===== config.mk =====
export PLATFORM = sky130hd
export DESIGN_NAME = mem_stage
export DESIGN_NICKNAME = d
export VERILOG_FILES = /design/src/rtl/mem_stage_pkg.sv /design/src/rtl/mem_lane_fmt.sv /design/src/rtl/mem_stage.sv
export SDC_FILE = /design/constraint.sdc
export NUM_CORES = 1
export LEC_CHECK = 0
export BUFFER_PORTS_ARGS = -buffer_cell sky130_fd_sc_hd__buf_2
export CAP_MARGIN = 25
export CORE_ASPECT_RATIO = 1.2
export CORE_MARGIN = 1
export CORE_UTILIZATION = 48
export DETAILED_ROUTE_END_ITERATION = 12
export GPL_TIMING_DRIVEN = 0
export PLACE_DENSITY = 0.8
export SYNTH_ARGS = -nofsm -noshare
export SYNTH_HDL_FRONTEND = slang
export SYNTH_SLANG_ARGS = --single-unit

===== constraint.sdc =====
create_clock -name CLK -period 2.3 [get_ports CLK]
set_clock_uncertainty 0.05 [all_clocks]
set_input_delay 0.115 -clock CLK [delete_from_list [all_inputs] [get_ports CLK]]
set_output_delay 0.115 -clock CLK [all_outputs]
set_load 0.005 [all_outputs]

===== src/rtl/mem_stage_pkg.sv =====
// mem_stage_pkg: opcode constants, FSM state encoding and opcode
// classification helpers shared by the memory-access stage.
package mem_stage_pkg;

  localparam logic [5:0] OP_LB  = 6'h20;
  localparam logic [5:0] OP_LH  = 6'h21;
  localparam logic [5:0] OP_LW  = 6'h23;
  localparam logic [5:0] OP_LBU = 6'h24;
  localparam logic [5:0] OP_LHU = 6'h25;
  localparam logic [5:0] OP_SB  = 6'h28;
  localparam logic [5:0] OP_SH  = 6'h29;
  localparam logic [5:0] OP_SW  = 6'h2B;

  typedef enum logic [1:0] {
    IDLE = 2'd0,
    WAIT = 2'd1,
    DONE = 2'd2
  } state_t;

  function automatic logic is_load_op(input logic [5:0] op);
    case (op)
      OP_LB, OP_LH, OP_LW, OP_LBU, OP_LHU: return 1'b1;
      default:                             return 1'b0;
    endcase
  endfunction

  function automatic logic is_store_op(input logic [5:0] op);
    case (op)
      OP_SB, OP_SH, OP_SW: return 1'b1;
      default:             return 1'b0;
    endcase
  endfunction

  function automatic logic is_mem_op(input logic [5:0] op);
    return is_load_op(op) | is_store_op(op);
  endfunction

  // Halfword needs addr[0]==0, word needs addr[1:0]==0.
  function automatic logic is_misaligned(input logic [5:0] op, input logic [1:0] b);
    case (op)
      OP_LH, OP_LHU, OP_SH: return b[0];
      OP_LW, OP_SW:         return b != 2'b00;
      default:              return 1'b0;
    endcase
  endfunction

endpackage


===== src/rtl/mem_lane_fmt.sv =====
// mem_lane_fmt: combinational byte-lane formatting for the memory stage.
//   Store side: st_op_i/st_b_i/st_data_i -> be_o (byte enables, lane0 =
//   bits[7:0]) and wdata_o (store data replicated into lanes). Loads get
//   be_o = 4'b1111.
//   Load side: ld_op_i/ld_b_i/rdata_i -> ldata_o (selected byte/half/word,
//   sign- or zero-extended; 0 for non-loads).
module mem_lane_fmt
  import mem_stage_pkg::*;
(
  input  logic [5:0]  st_op_i,
  input  logic [1:0]  st_b_i,
  input  logic [31:0] st_data_i,
  output logic [3:0]  be_o,
  output logic [31:0] wdata_o,
  input  logic [5:0]  ld_op_i,
  input  logic [1:0]  ld_b_i,
  input  logic [31:0] rdata_i,
  output logic [31:0] ldata_o
);

  logic [7:0]  byte_v;
  logic [15:0] half_v;

  always_comb begin
    be_o    = '1;
    wdata_o = st_data_i;
    case (st_op_i)
      OP_SB: begin
        be_o    = 4'b0001 << st_b_i;
        wdata_o = {4{st_data_i[7:0]}};
      end
      OP_SH: begin
        be_o    = st_b_i[1] ? 4'b1100 : 4'b0011;
        wdata_o = {2{st_data_i[15:0]}};
      end
      default: ;
    endcase
  end

  always_comb begin
    byte_v  = rdata_i[{ld_b_i, 3'b000} +: 8];
    half_v  = rdata_i[{ld_b_i[1], 4'b0000} +: 16];
    ldata_o = '0;
    case (ld_op_i)
      OP_LB:  ldata_o = {{24{byte_v[7]}}, byte_v};
      OP_LBU: ldata_o = {24'h0, byte_v};
      OP_LH:  ldata_o = {{16{half_v[15]}}, half_v};
      OP_LHU: ldata_o = {16'h0, half_v};
      OP_LW:  ldata_o = rdata_i;
      default: ;
    endcase
  end

endmodule


===== src/rtl/mem_stage.sv =====
// mem_stage: memory-access stage between execute and write-back.
//   Accepts an instruction (in_valid/in_ready), issues load/store over a
//   req/ack data-memory port (dm_*), aborts with err after TIMEOUT
//   unacknowledged cycles, and hands Ins_o/Result_o/MemData/err to
//   write-back with a one-cycle out_valid strobe.
//   Ports: CLK, RST (sync, active-high); in_valid/in_ready, Ins, Result,
//   Rdata2 from execute; dm_req/dm_we/dm_addr/dm_be/dm_wdata/dm_rdata/
//   dm_ack to memory; out_valid/Ins_o/Result_o/MemData/err to write-back.
//   Optional macro MEM_MISALIGN_EXC_EN: misaligned halfword/word accesses
//   raise err without a memory request.
module mem_stage
  import mem_stage_pkg::*;
#(
  parameter int unsigned TIMEOUT = 255,
  parameter int unsigned CNT_W   = 8
) (
  input  logic        CLK,
  input  logic        RST,
  input  logic        in_valid,
  output logic        in_ready,
  input  logic [31:0] Ins,
  input  logic [31:0] Result,
  input  logic [31:0] Rdata2,
  output logic        dm_req,
  output logic        dm_we,
  output logic [31:0] dm_addr,
  output logic [3:0]  dm_be,
  output logic [31:0] dm_wdata,
  input  logic [31:0] dm_rdata,
  input  logic        dm_ack,
  output logic        out_valid,
  output logic [31:0] Ins_o,
  output logic [31:0] Result_o,
  output logic [31:0] MemData,
  output logic        err
);

  localparam logic [CNT_W-1:0] CNT_LAST = CNT_W'(TIMEOUT - 1);

  state_t            state_q, state_d;
  logic [CNT_W-1:0]  cnt_q, cnt_d;
  logic [31:0]       ins_q, ins_d;
  logic [31:0]       res_q, res_d;
  logic [31:0]       md_q, md_d;
  logic              err_q, err_d;
  logic              ov_q, ov_d;
  logic              we_q, we_d;
  logic [31:0]       addr_q, addr_d;
  logic [3:0]        be_q, be_d;
  logic [31:0]       wdata_q, wdata_d;

  logic [5:0]        op_in, op_q;
  logic [3:0]        fmt_be;
  logic [31:0]       fmt_wdata;
  logic [31:0]       fmt_ldata;

  assign op_in = Ins[31:26];
  assign op_q  = ins_q[31:26];

  mem_lane_fmt u_fmt (
    .st_op_i   (op_in),
    .st_b_i    (Result[1:0]),
    .st_data_i (Rdata2),
    .be_o      (fmt_be),
    .wdata_o   (fmt_wdata),
    .ld_op_i   (op_q),
    .ld_b_i    (res_q[1:0]),
    .rdata_i   (dm_rdata),
    .ldata_o   (fmt_ldata)
  );

`ifdef MEM_MISALIGN_EXC_EN
  logic mis_q, mis_d;
  // A misaligned access spends its one WAIT cycle with dm_req held low and
  // then reports err, keeping out_valid two cycles after acceptance.
  assign dm_req = (state_q == WAIT) && !mis_q;
`else
  assign dm_req = (state_q == WAIT);
`endif

  assign in_ready  = (state_q == IDLE);
  assign dm_we     = we_q;
  assign dm_addr   = addr_q;
  assign dm_be     = be_q;
  assign dm_wdata  = wdata_q;
  assign out_valid = ov_q;
  assign Ins_o     = ins_q;
  assign Result_o  = res_q;
  assign MemData   = md_q;
  assign err       = err_q;

  always_comb begin
    state_d = state_q;
    cnt_d   = cnt_q;
    ins_d   = ins_q;
    res_d   = res_q;
    md_d    = md_q;
    err_d   = err_q;
    ov_d    = 1'b0;
    we_d    = we_q;
    addr_d  = addr_q;
    be_d    = be_q;
    wdata_d = wdata_q;
`ifdef MEM_MISALIGN_EXC_EN
    mis_d   = mis_q;
`endif
    case (state_q)
      IDLE: begin
        if (in_valid) begin
          ins_d = Ins;
          res_d = Result;
          md_d  = '0;
          err_d = 1'b0;
          if (is_mem_op(op_in)) begin
            we_d    = is_store_op(op_in);
            addr_d  = {Result[31:2], 2'b00};
            be_d    = fmt_be;
            wdata_d = fmt_wdata;
            cnt_d   = '0;
            state_d = WAIT;
`ifdef MEM_MISALIGN_EXC_EN
            mis_d   = is_misaligned(op_in, Result[1:0]);
`endif
          end else begin
            ov_d = 1'b1;
          end
        end
      end
      WAIT: begin
`ifdef MEM_MISALIGN_EXC_EN
        if (mis_q) begin
          err_d   = 1'b1;
          md_d    = '0;
          ov_d    = 1'b1;
          state_d = DONE;
        end else
`endif
        // dm_ack takes priority over a simultaneous timeout.
        if (dm_ack) begin
          md_d    = is_load_op(op_q) ? fmt_ldata : '0;
          err_d   = 1'b0;
          ov_d    = 1'b1;
          state_d = DONE;
        end else if (cnt_q == CNT_LAST) begin
          md_d    = '0;
          err_d   = 1'b1;
          ov_d    = 1'b1;
          state_d = DONE;
        end else begin
          cnt_d = cnt_q + CNT_W'(1);
        end
      end
      DONE:    state_d = IDLE;
      default: state_d = IDLE;
    endcase
  end

  always_ff @(posedge CLK) begin
    if (RST) begin
      state_q <= IDLE;
      cnt_q   <= '0;
      ins_q   <= '0;
      res_q   <= '0;
      md_q    <= '0;
      err_q   <= 1'b0;
      ov_q    <= 1'b0;
      we_q    <= 1'b0;
      addr_q  <= '0;
      be_q    <= '0;
      wdata_q <= '0;
`ifdef MEM_MISALIGN_EXC_EN
      mis_q   <= 1'b0;
`endif
    end else begin
      state_q <= state_d;
      cnt_q   <= cnt_d;
      ins_q   <= ins_d;
      res_q   <= res_d;
      md_q    <= md_d;
      err_q   <= err_d;
      ov_q    <= ov_d;
      we_q    <= we_d;
      addr_q  <= addr_d;
      be_q    <= be_d;
      wdata_q <= wdata_d;
`ifdef MEM_MISALIGN_EXC_EN
      mis_q   <= mis_d;
`endif
    end
  end

endmodule


==> results.py, run 1 <==
metrics = {
    "status": {
        "outcome": "complete, no violations",
    },
    "clock_network": {
        "post_cts_buffers": 0,
        "clkSlewWorstSetupHoldPaths_ns": 0.07,
        "cts-root-buf": "clkbuf_16",
        "clockBufferDepth": 2,
        "cts_resized": 0,
        "holdBufCountCts": 121,
        "cts-buffers-inserted": 17,
        "htreeDepth": 4,
        "cts_tree": "built",
        "numClockSinks": 175,
        "clock_latency_ns": 0.42,
    },
    "sta": {
        "slew_headroom_pct": 26.6,
        "hold_viol_final": 0,
        "fmax_mhz": 485,
        "tightest_slew_ns": 1.10,
        "slew_viol_final": 0,
        "setup_tns_ns": 0,
        "finalCritPeriodShare_pct": 89.6,
        "rsz0062_at_grt": "no",
        "setup_viol": 0,
        "layout_min_cycle_time_ns": 2.06,
    },
    "synthesis": {
        "post-synth-top-area-fraction_pct": 48.1,
        "synth_top_flop_cell": "dfxtp_1",
        "async_flop_share_pct": 0,
        "synthTopCellsByArea": "dfxtp_1 (48%), nand2_1 (12%), a21oi_1 (8.7%), mux2i_1 (4.0%), o2bb2ai_1 (2.9%)",
        "synth_cell_types": 60,
        "avgSynthCellArea_sq_um": 8.70,
        "synth_commonest_cells": "nand2_1 (231), dfxtp_1 (175), a21oi_1 (126)",
        "synth_edf_count": 0,
        "synth_seq_cells": 175,
        "synthCells": 838,
        "yosysMostFrequentCell": "nand2_1",
        "synthesis.area_sq_um": 7290,
        "synth_top_area_cell": "dfxtp_1",
        "yosysWarningCount": 0,
        "synth-seq-area-share_pct": 48.1,
    },
    "layout": {
        "insertedDiodeCount": 0,
        "fin_nets": 1410,
        "drive_above_1_share_pct": 29.9,
        "final_cells": 1489,
        "areaGrowthSynthToFinish_pct": 48.5,
    },
    "route": {
        "wirelength_um": 27900,
        "viasPerCell": 5.60,
        "drt_pass1_iterations": 5,
        "num_vias": 8332,
        "drtAntennaViolNets": 0,
        "drc": 0,
        "post_drt_wl_per_cell_um": 18.7,
        "drtIter0Drc": 811,
    },
    "global_route": {
        "grt_max_degree": 17,
        "grt_pass1_wl_um": 41900,
        "grt_use_met3_pct": 9.21,
        "gr-total-overflow": 0,
        "antenna_found_initial": 0,
        "grt_util_met2_pct": 62.1,
        "grt-busiest-layer": "met2",
        "met1_usage_pct": 36.7,
        "grt_pass1_vias": 8255,
        "grtUsageTotal_pct": 34.8,
    },
    "critical_path": {
        "critPathRequiredTime_ns": 2.57,
        "critPathArrivalTime_ns": 2.33,
        "endpoint_kind": "flop",
        "crit_type": "reg2reg",
        "cp_max_fo": 10,
        "cp-start-kind": "flop",
    },
    "pwr": {
        "p_leak_nw": 4.73,
        "p_per_area_nw_per_um2": 648,
        "ir_drop_mv": 0.607,
    },
    "floorplanning": {
        "start_util_pct": 49.9,
        "dieArea_sq_um": 15700,
        "coreArea_sq_um": 14600,
        "chipHeight_um": 137,
        "row_count": 48,
        "die_w_um": 114,
        "io_pins": 301,
    },
    "job": {
        "cap_violations": 0,
    },
    "placed_design": {
        "dp_hpwl_um": 17900,
        "gp_congestion": 0.865,
        "dp_cells": 1336,
        "io_buffer_count": 297,
    },
    "hold_path": {
        "min_path_type": "in2reg",
    },
}
[cell families (layout without fill, tap and decap cells)]
family / after synthesis / after routing / share of synthesized area [%]
muxes: 39 / 39 / 6.76
other: 1 / 2 / 0.0515
and+or+nand+nor: 303 / 303 / 18.3
adders and majority gates: 2 / 2 / 0.343
buffers and inverters: 81 / 531 / 5.36
DFF: 175 / 175 / 48.1
AOI/OAI and AO/OA: 237 / 237 / 21.2
[registers in the layout, indices dropped and copies added (netlist names)]
register,count
Ins_o,32
MemData,32
Result_o,32
dm_wdata,32
dm_addr,30
cnt_q,8
dm_be,4
state_q,2
dm_we,1
err,1
out_valid,1
[placed cells by master (no fill, tap or decap), drive strengths merged, types with 5 or more instances in the layout]
| master | count |
|---|---|
| buf | 333 |
| nand2 | 231 |
| dfxtp | 175 |
| a21oi | 126 |
| dlygate4sd3 | 121 |
| clkbuf | 52 |
| mux2i | 29 |
| nor2 | 26 |
| a22oi | 26 |
| o2bb2ai | 24 |
| a211oi | 16 |
| inv | 16 |
| nand3 | 14 |
| a221o | 10 |
| o211ai | 10 |
| mux4 | 8 |
| clkinv | 8 |
| o21ai | 7 |
| nand2b | 5 |
[report_power, final]
part	total (W)	switching, W	internal, W	leakage, nW
registers	0.00320	0.0000643	0.00313	1.42
clock network	0.00285	0.00127	0.00158	0.288
logic	0.000967	0.000508	0.000458	3.02
total	0.00701	0.00185	0.00517	4.73
[worst max-delay path: stages (launching register included)]
cell and delay, ns:
dfxtp_1 0.41, nor3b_4 0.36, buf_2 0.32, buf_1 0.41
nand2_1 0.12, a21oi_1 0.29
[metrics by stage]
stage	power (W)	hold slack (ns)	area [sq um]	util (%)	worst slack, ns
2_1_floorplan	0.00364	0.201	7290	-	0.658
3_3_place_gp	0.00400	0.306	9030	61.9	0.419
3_5_place_dp	0.00402	0.309	9030	61.9	0.367
4_1_cts	0.00696	0.00159	10800	74.2	0.352
5_1_grt	0.00725	0.0281	10800	74.2	0.187
6_report	0.00701	0.0263	10800	74.2	0.238
[path summary, 6_finish.rpt]
kind	start	to	slack (ns)	cells past startpoint
setup / recovery	state_q[1]	Ins_o[6]	0.24	5
hold / removal	dm_rdata[5]	MemData[5]	0.03	3
setup reg to reg	state_q[1]	Ins_o[6]	0.24	5
hold reg to reg	Result_o[14]	Result_o[14]	0.40	2
[metal layers]
layer  part of all wire [%]  wire length (um)  up-vias
li1                       -                 -     3801
met1                     36              9980     3851
met2                     50             13900      547
met3                    8.9              2480      133
met4                    5.3              1470        0
met5                      0                 0        -
[area by class of cell]
type	count	area [sq um]
Multi-Input combinational cell	583	3400
Inverter	13	48.8
Buffer	68	342
Sequential cell	175	3500
Tap cell	200	250
Timing Repair Buffer	418	2700
Fill cell	1018	3770
Clock buffer	20	457
Clock inverter	12	126
No activity file was read; power rests on OpenSTA's default activity.
==> inputs of run 2 (changes only) <==
--- a/config.mk
+++ b/config.mk
@@ -9,10 +9,11 @@
 export CAP_MARGIN = 25
 export CORE_ASPECT_RATIO = 1.2
 export CORE_MARGIN = 1
-export CORE_UTILIZATION = 48
+export CORE_UTILIZATION = 44
 export DETAILED_ROUTE_END_ITERATION = 12
 export GPL_TIMING_DRIVEN = 0
-export PLACE_DENSITY = 0.8
+export PLACE_DENSITY = 0.77
+export SLEW_MARGIN = 30
 export SYNTH_ARGS = -nofsm -noshare
 export SYNTH_HDL_FRONTEND = slang
 export SYNTH_SLANG_ARGS = --single-unit
==> constraint.sdc (replaced) <==
create_clock -name CLK -period 1.85 [get_ports CLK]
set_clock_uncertainty 0.05 [all_clocks]
set_input_delay 0.0925 -clock CLK [delete_from_list [all_inputs] [get_ports CLK]]
set_output_delay 0.0925 -clock CLK [all_outputs]
set_load 0.005 [all_outputs]
==> run 2 against run 1 <==
Against the previous run: register-to-register slack got worse by 0.17 ns; maximum frequency is 16% higher; design area is 1.4% higher; largest power group unchanged; routed wire length is 1.0% lower.
==> results.py, run 2 (synthesized netlist as in run 1, its figures left out) <==
metrics = {
    "clock_network": {
        "cts_tree": "built",
        "cts-root-buf": "clkbuf_16",
        "clock_latency_ns": 0.42,
        "clockBufferDepth": 2,
        "numClockSinks": 175,
        "clkSlewWorstSetupHoldPaths_ns": 0.07,
        "cts-buffers-inserted": 17,
        "htreeDepth": 4,
    },
    "route": {
        "num_vias": 8254,
        "viasPerCell": 5.48,
        "drt_pass1_iterations": 5,
        "drtAntennaViolNets": 0,
        "post_drt_wl_per_cell_um": 18.3,
        "drc": 0,
        "drtIter0Drc": 650,
        "wirelength_um": 27600,
    },
    "layout": {
        "final_cells": 1505,
        "final_area_sq_um": 11000,
        "insertedDiodeCount": 0,
        "fin_nets": 1414,
        "fillCellCount": 1249,
        "areaGrowthSynthToFinish_pct": 50.6,
        "mostFrequentLayoutCell": "buf_2",
        "drive_above_1_share_pct": 31.6,
        "layout_common_cells": "buf_2 (315), nand2_1 (230), dfxtp_1 (173), a21oi_1 (125), dlygate4sd3_1 (121)",
    },
    "sta": {
        "fmax_mhz": 560,
        "setup_viol": 0,
        "rsz0062_at_grt": "yes",
        "tightest_slew_ns": 0.668,
        "finalCritPeriodShare_pct": 96.5,
        "hold_viol_final": 0,
        "layout_min_cycle_time_ns": 1.78,
        "slew_headroom_pct": 55.3,
        "slew_viol_final": 0,
        "hold-worst-slack_ns": 0.0188,
    },
    "critical_path": {
        "cpPeakStageDelay_ns": 0.53,
        "rrSetupSlack_ns": 0.07,
        "cp-start-kind": "flop",
        "critPathRequiredTime_ns": 2.11,
        "slowest_stage": "mux4_2",
        "cp_max_fo": 10,
        "path_delay_family": "multiplexers",
        "crit_type": "reg2reg",
        "crit_buf_inv": 2,
        "endpoint_kind": "flop",
        "critPathArrivalTime_ns": 2.05,
        "path_cells": "buf_2 -> clkbuf_4 -> mux4_2 -> a22oi_1 -> o2bb2ai_1",
    },
    "floorplanning": {
        "coreArea_sq_um": 16200,
        "start_util_pct": 45.0,
        "dieArea_sq_um": 17100,
        "io_pins": 301,
        "die_w_um": 119,
        "chipHeight_um": 143,
        "row_count": 51,
    },
    "global_route": {
        "grt-busiest-layer": "met2",
        "grtUsageTotal_pct": 31.3,
        "antenna_found_initial": 0,
        "grt_use_met3_pct": 8.27,
        "grt_max_degree": 19,
        "grt_pass1_wl_um": 41600,
        "met1_usage_pct": 33.7,
        "gr-total-overflow": 0,
        "grt_util_met2_pct": 55.9,
        "grt_pass1_vias": 8067,
    },
    "job": {
        "cap_violations": 0,
    },
    "placed_design": {
        "gp_congestion": 0.918,
        "post_dp_cell_area_sq_um": 9050,
        "dp_cells": 1348,
        "io_buffer_count": 297,
        "dp_hpwl_um": 18800,
    },
    "pwr": {
        "ir_drop_mv": 0.530,
        "p_per_area_nw_per_um2": 797,
        "total_power_w": 0.00875,
        "p_leak_nw": 4.78,
    },
    "status": {
        "outcome": "complete, no violations",
    },
    "hold_path": {
        "min_path_type": "in2reg",
    },
}
-- run 2: cell count changes in the layout (fill, tap and decap cells not counted), moves of 2 or more --
cell        before  now
buf_2          318  315
clkinv_8         1    3
clkbuf_2         0    9
clkbuf_4         0    3
inv_6            4    1
clkinvlp_4       0    2
buf_6            5    7
clkbuf_1        33   23
dfxtp_1        175  173
dfxtp_2          0    2
inv_8            0    4
buf_1            4    2
buf_4            6   10
-- run 2: power by group --
part | leakage, nW | internal (W) | switching, W
clock | 0.283 | 0.00183 | 0.00171
sequential | 1.43 | 0.00389 | 0.0000786
combinational | 3.07 | 0.000589 | 0.000643
-- run 2: tightest hold or removal path, delay by kind of cell --
kind	cells	cell delay, ns
compound gates	1	0.09
buf+inv	1	0.11
mux	1	0.15
-- run 2: final cells by class --
class	count	area [sq um]	area share (%)
Sequential cell	175	3510	31.9
Buffer	67	368	3.35
Timing Repair Buffer	423	2740	24.9
Inverter	13	48.8	0.445
Tap cell	212	265	2.42
Clock buffer	18	439	4.00
Multi-Input combinational cell	583	3460	31.6
Clock inverter	14	149	1.36
-- run 2: repair_timing --
action / in CTS / in global routing
hold buffers: 121 / 0
resized for setup: 3 / 33
endpoints found under the setup margin: 21 / 144
pin swaps: 0 / 6
hold endpoints to repair: 153 / 0
setup buffers: 0 / 5
-- run 2: path summary, 6_finish.rpt --
path / start / cells after the start / to
setup reg to reg: Result_o[1] / 5 / MemData[4]
hold reg to reg: Result_o[13] / 2 / Result_o[13]
setup / recovery: Result_o[1] / 5 / MemData[4]
hold / removal: Rdata2[10] / 3 / dm_wdata[10]
-- run 2: stage by stage --
step / setup slack [ns] / util [%] / setup TNS (ns)
3_3_place_gp: -0.0624 / 55.8 / -1.11
2_1_floorplan: 0.208 / - / 0
4_1_cts: 0.00539 / 67.0 / 0
6_report: 0.0653 / 67.7 / 0
3_5_place_dp: -0.118 / 55.9 / -1.80
5_1_grt: -0.0429 / 67.7 / -0.137
-- run 2: per-layer routing --
layer	vias to the layer above	wire length [um]
li1	3819	-
met1	3820	10100
met2	522	13800
met3	93	2510
met4	0	1150
met5	-	0
==> inputs of run 3 (changes only) <==
--- a/config.mk
+++ b/config.mk
@@ -7,7 +7,7 @@
 export LEC_CHECK = 0
 export BUFFER_PORTS_ARGS = -buffer_cell sky130_fd_sc_hd__buf_2
 export CAP_MARGIN = 25
-export CORE_ASPECT_RATIO = 1.2
+export CORE_ASPECT_RATIO = 1.75
 export CORE_MARGIN = 1
 export CORE_UTILIZATION = 44
 export DETAILED_ROUTE_END_ITERATION = 12
==> run 3 against run 2 <==
Against the previous run: critical endpoint is now cnt_q[1]; routed wire length up 1.4%; via count up 0.13%; worst setup slack worse by 0.034 ns; sequential share of layout area down 0.051 points; highest routed layer unchanged; global-route usage up 0.50 points; critical path type is now in2reg; clock power up 4%.
==> results.py, run 3 (synthesized netlist as in run 1, its figures left out) <==
metrics = {
    "status": {
        "outcome": "complete, no violations",
    },
    "critical_path": {
        "cpPeakStageDelay_ns": 0.56,
        "cp_num_cells": 6,
        "r2r_end": "MemData[14]",
        "startpoint": "Ins[29]",
        "rrSetupSlack_ns": 0.06,
        "critPathRequiredTime_ns": 2.12,
        "path_delay_family": "compound AO/OA/AOI/OAI gates",
        "endpoint_kind": "flop",
        "crit_type": "in2reg",
        "cp-start-kind": "input pin",
        "critPathArrivalTime_ns": 2.09,
        "r2r_cells": 5,
        "reg2reg_from": "Result_o[1]",
        "cp_max_fo": 4,
        "slowest_stage": "dlygate4sd3_1",
        "crit_path_end": "cnt_q[1]",
        "crit_buf_inv": 2,
        "path_cells": "dlygate4sd3_1 -> buf_2 -> a21oi_1 -> o21ai_0 -> a22oi_2 -> mux2_2",
    },
    "global_route": {
        "grt_pass1_vias": 8454,
        "grt_max_degree": 21,
        "grtUsageTotal_pct": 31.8,
        "antenna_found_initial": 0,
        "grt_pass1_wl_um": 41800,
        "gr-total-overflow": 0,
    },
    "clock_network": {
        "htreeDepth": 4,
        "numClockSinks": 175,
        "clock_latency_ns": 0.43,
        "cts-buffers-inserted": 17,
        "cts-root-buf": "clkbuf_16",
        "cts_tree": "built",
        "clkSlewWorstSetupHoldPaths_ns": 0.08,
        "clockBufferDepth": 2,
    },
    "placed_design": {
        "io_buffer_count": 297,
        "dp_hpwl_um": 19400,
        "pre_cts_ws_ns": -0.163,
        "gp_congestion": 0.936,
        "dp_cells": 1325,
    },
    "route": {
        "wl_met2_um": 14700,
        "drt-met1-wl_um": 9180,
        "drtAntennaViolNets": 0,
        "wl_met3_um": 1890,
        "drc": 0,
        "post_drt_wl_per_cell_um": 18.8,
        "highest_layer": "met4",
        "wirelength_um": 28000,
        "num_vias": 8265,
        "viasPerCell": 5.57,
        "drtIter0Drc": 498,
        "drt_pass1_iterations": 6,
    },
    "floorplanning": {
        "start_util_pct": 45.5,
        "coreArea_sq_um": 16000,
        "chipHeight_um": 172,
        "die_w_um": 99.3,
        "row_count": 61,
        "dieArea_sq_um": 17100,
        "io_pins": 301,
    },
    "pwr": {
        "cell_internal_pwr_w": 0.00634,
        "p_leak_nw": 4.82,
        "power_frac_comb_pct": 13.9,
        "swShare_pct": 28.7,
        "seq_power_share_pct": 44.7,
        "clock_power_share_pct": 41.4,
        "p_per_area_nw_per_um2": 809,
        "p_switching_w": 0.00256,
        "ir_drop_mv": 0.573,
    },
    "sta": {
        "setup_viol": 0,
        "hold-worst-slack_ns": 0.0222,
        "rsz0062_at_grt": "no",
        "tightest_slew_ns": 0.726,
        "fmax_mhz": 550,
        "slew_viol_final": 0,
        "fin_ws_ns": 0.0309,
        "layout_min_cycle_time_ns": 1.82,
        "finalCritPeriodShare_pct": 98.3,
        "slew_headroom_pct": 51.1,
        "hold_viol_final": 0,
    },
    "layout": {
        "layout_common_cells": "buf_2 (318), nand2_1 (230), dfxtp_1 (173), a21oi_1 (126), dlygate4sd3_1 (123)",
        "areaGrowthSynthToFinish_pct": 50.8,
        "fin_nets": 1417,
        "drive_above_1_share_pct": 31.9,
        "insertedDiodeCount": 0,
        "final_cells": 1485,
        "mostFrequentLayoutCell": "buf_2",
    },
    "hold_path": {
        "hold_start": "dm_rdata[31]",
        "min_path_type": "in2reg",
    },
    "job": {
        "cap_violations": 0,
    },
}
==> run 3: through the flow <==
step	power [W]	utilization (%)	TNS, ns	instance area (sq um)
after global placement	0.00499	56.2	-1.34	9010
after floorplan	0.00453	-	0	7290
after global routing	0.00918	68.6	0	11000
after detailed placement	0.00501	56.2	-3.72	9010
final	0.00889	68.6	0	11000
after CTS	0.00885	68.0	0	10900
==> run 3: power by group through the flow <==
stage	Sequential, W	Clock, W	Combinational, W
floorplan	0.00406	0	0.000469
global placement	0.00405	0	0.000946
detailed placement	0.00405	0	0.000960
CTS	0.00397	0.00370	0.00118
global route	0.00399	0.00387	0.00132
finish	0.00397	0.00368	0.00124
==> run 3: timing repair <==
action | CTS | global route
endpoints found under the hold margin | 156 | 0
setup buffers | 3 | 3
pin swaps | 1 | 2
resized for setup | 9 | 36
setup endpoints to repair | 69 | 123
hold buffers | 123 | 0
==> run 3: layout make-up <==
class / instances / area [sq um]
fillers: 1213 / 5040
clock inverters: 15 / 185
flip-flops and latches: 175 / 3510
clock buffers: 17 / 425
inverters: 13 / 48.8
repair buffers: 426 / 2760
well taps: 189 / 236
multi-input cells: 583 / 3450
plain buffers: 67 / 373
==> run 3: how the worst min path moves through the flow <==
stage / end / slack, ns / cells past startpoint
finish: MemData[31] / 0.02 / 3
global route: MemData[31] / 0.006 / 3
CTS: MemData[31] / 0.01 / 3
detailed placement: Ins_o[12] / 0.29 / 3
global placement: Ins_o[16] / 0.28 / 3
floorplan: Ins_o[27] / 0.18 / 2
==> run 3: per-layer routing <==
layer,track usage [%],vias to the layer above
met5,0,-
met4,25.1,0
met3,6.63,142
met2,59.5,457
met1,29.5,3848
li1,-,3818
==> run 3: worst reg2reg max path, stage by stage, from the launching register on <==
cell and delay (ns):
dfxtp_1 0.34, buf_2 0.20, mux4_2 0.55, nand2_4 0.13, o221ai_1 0.19, a22o_1 0.24
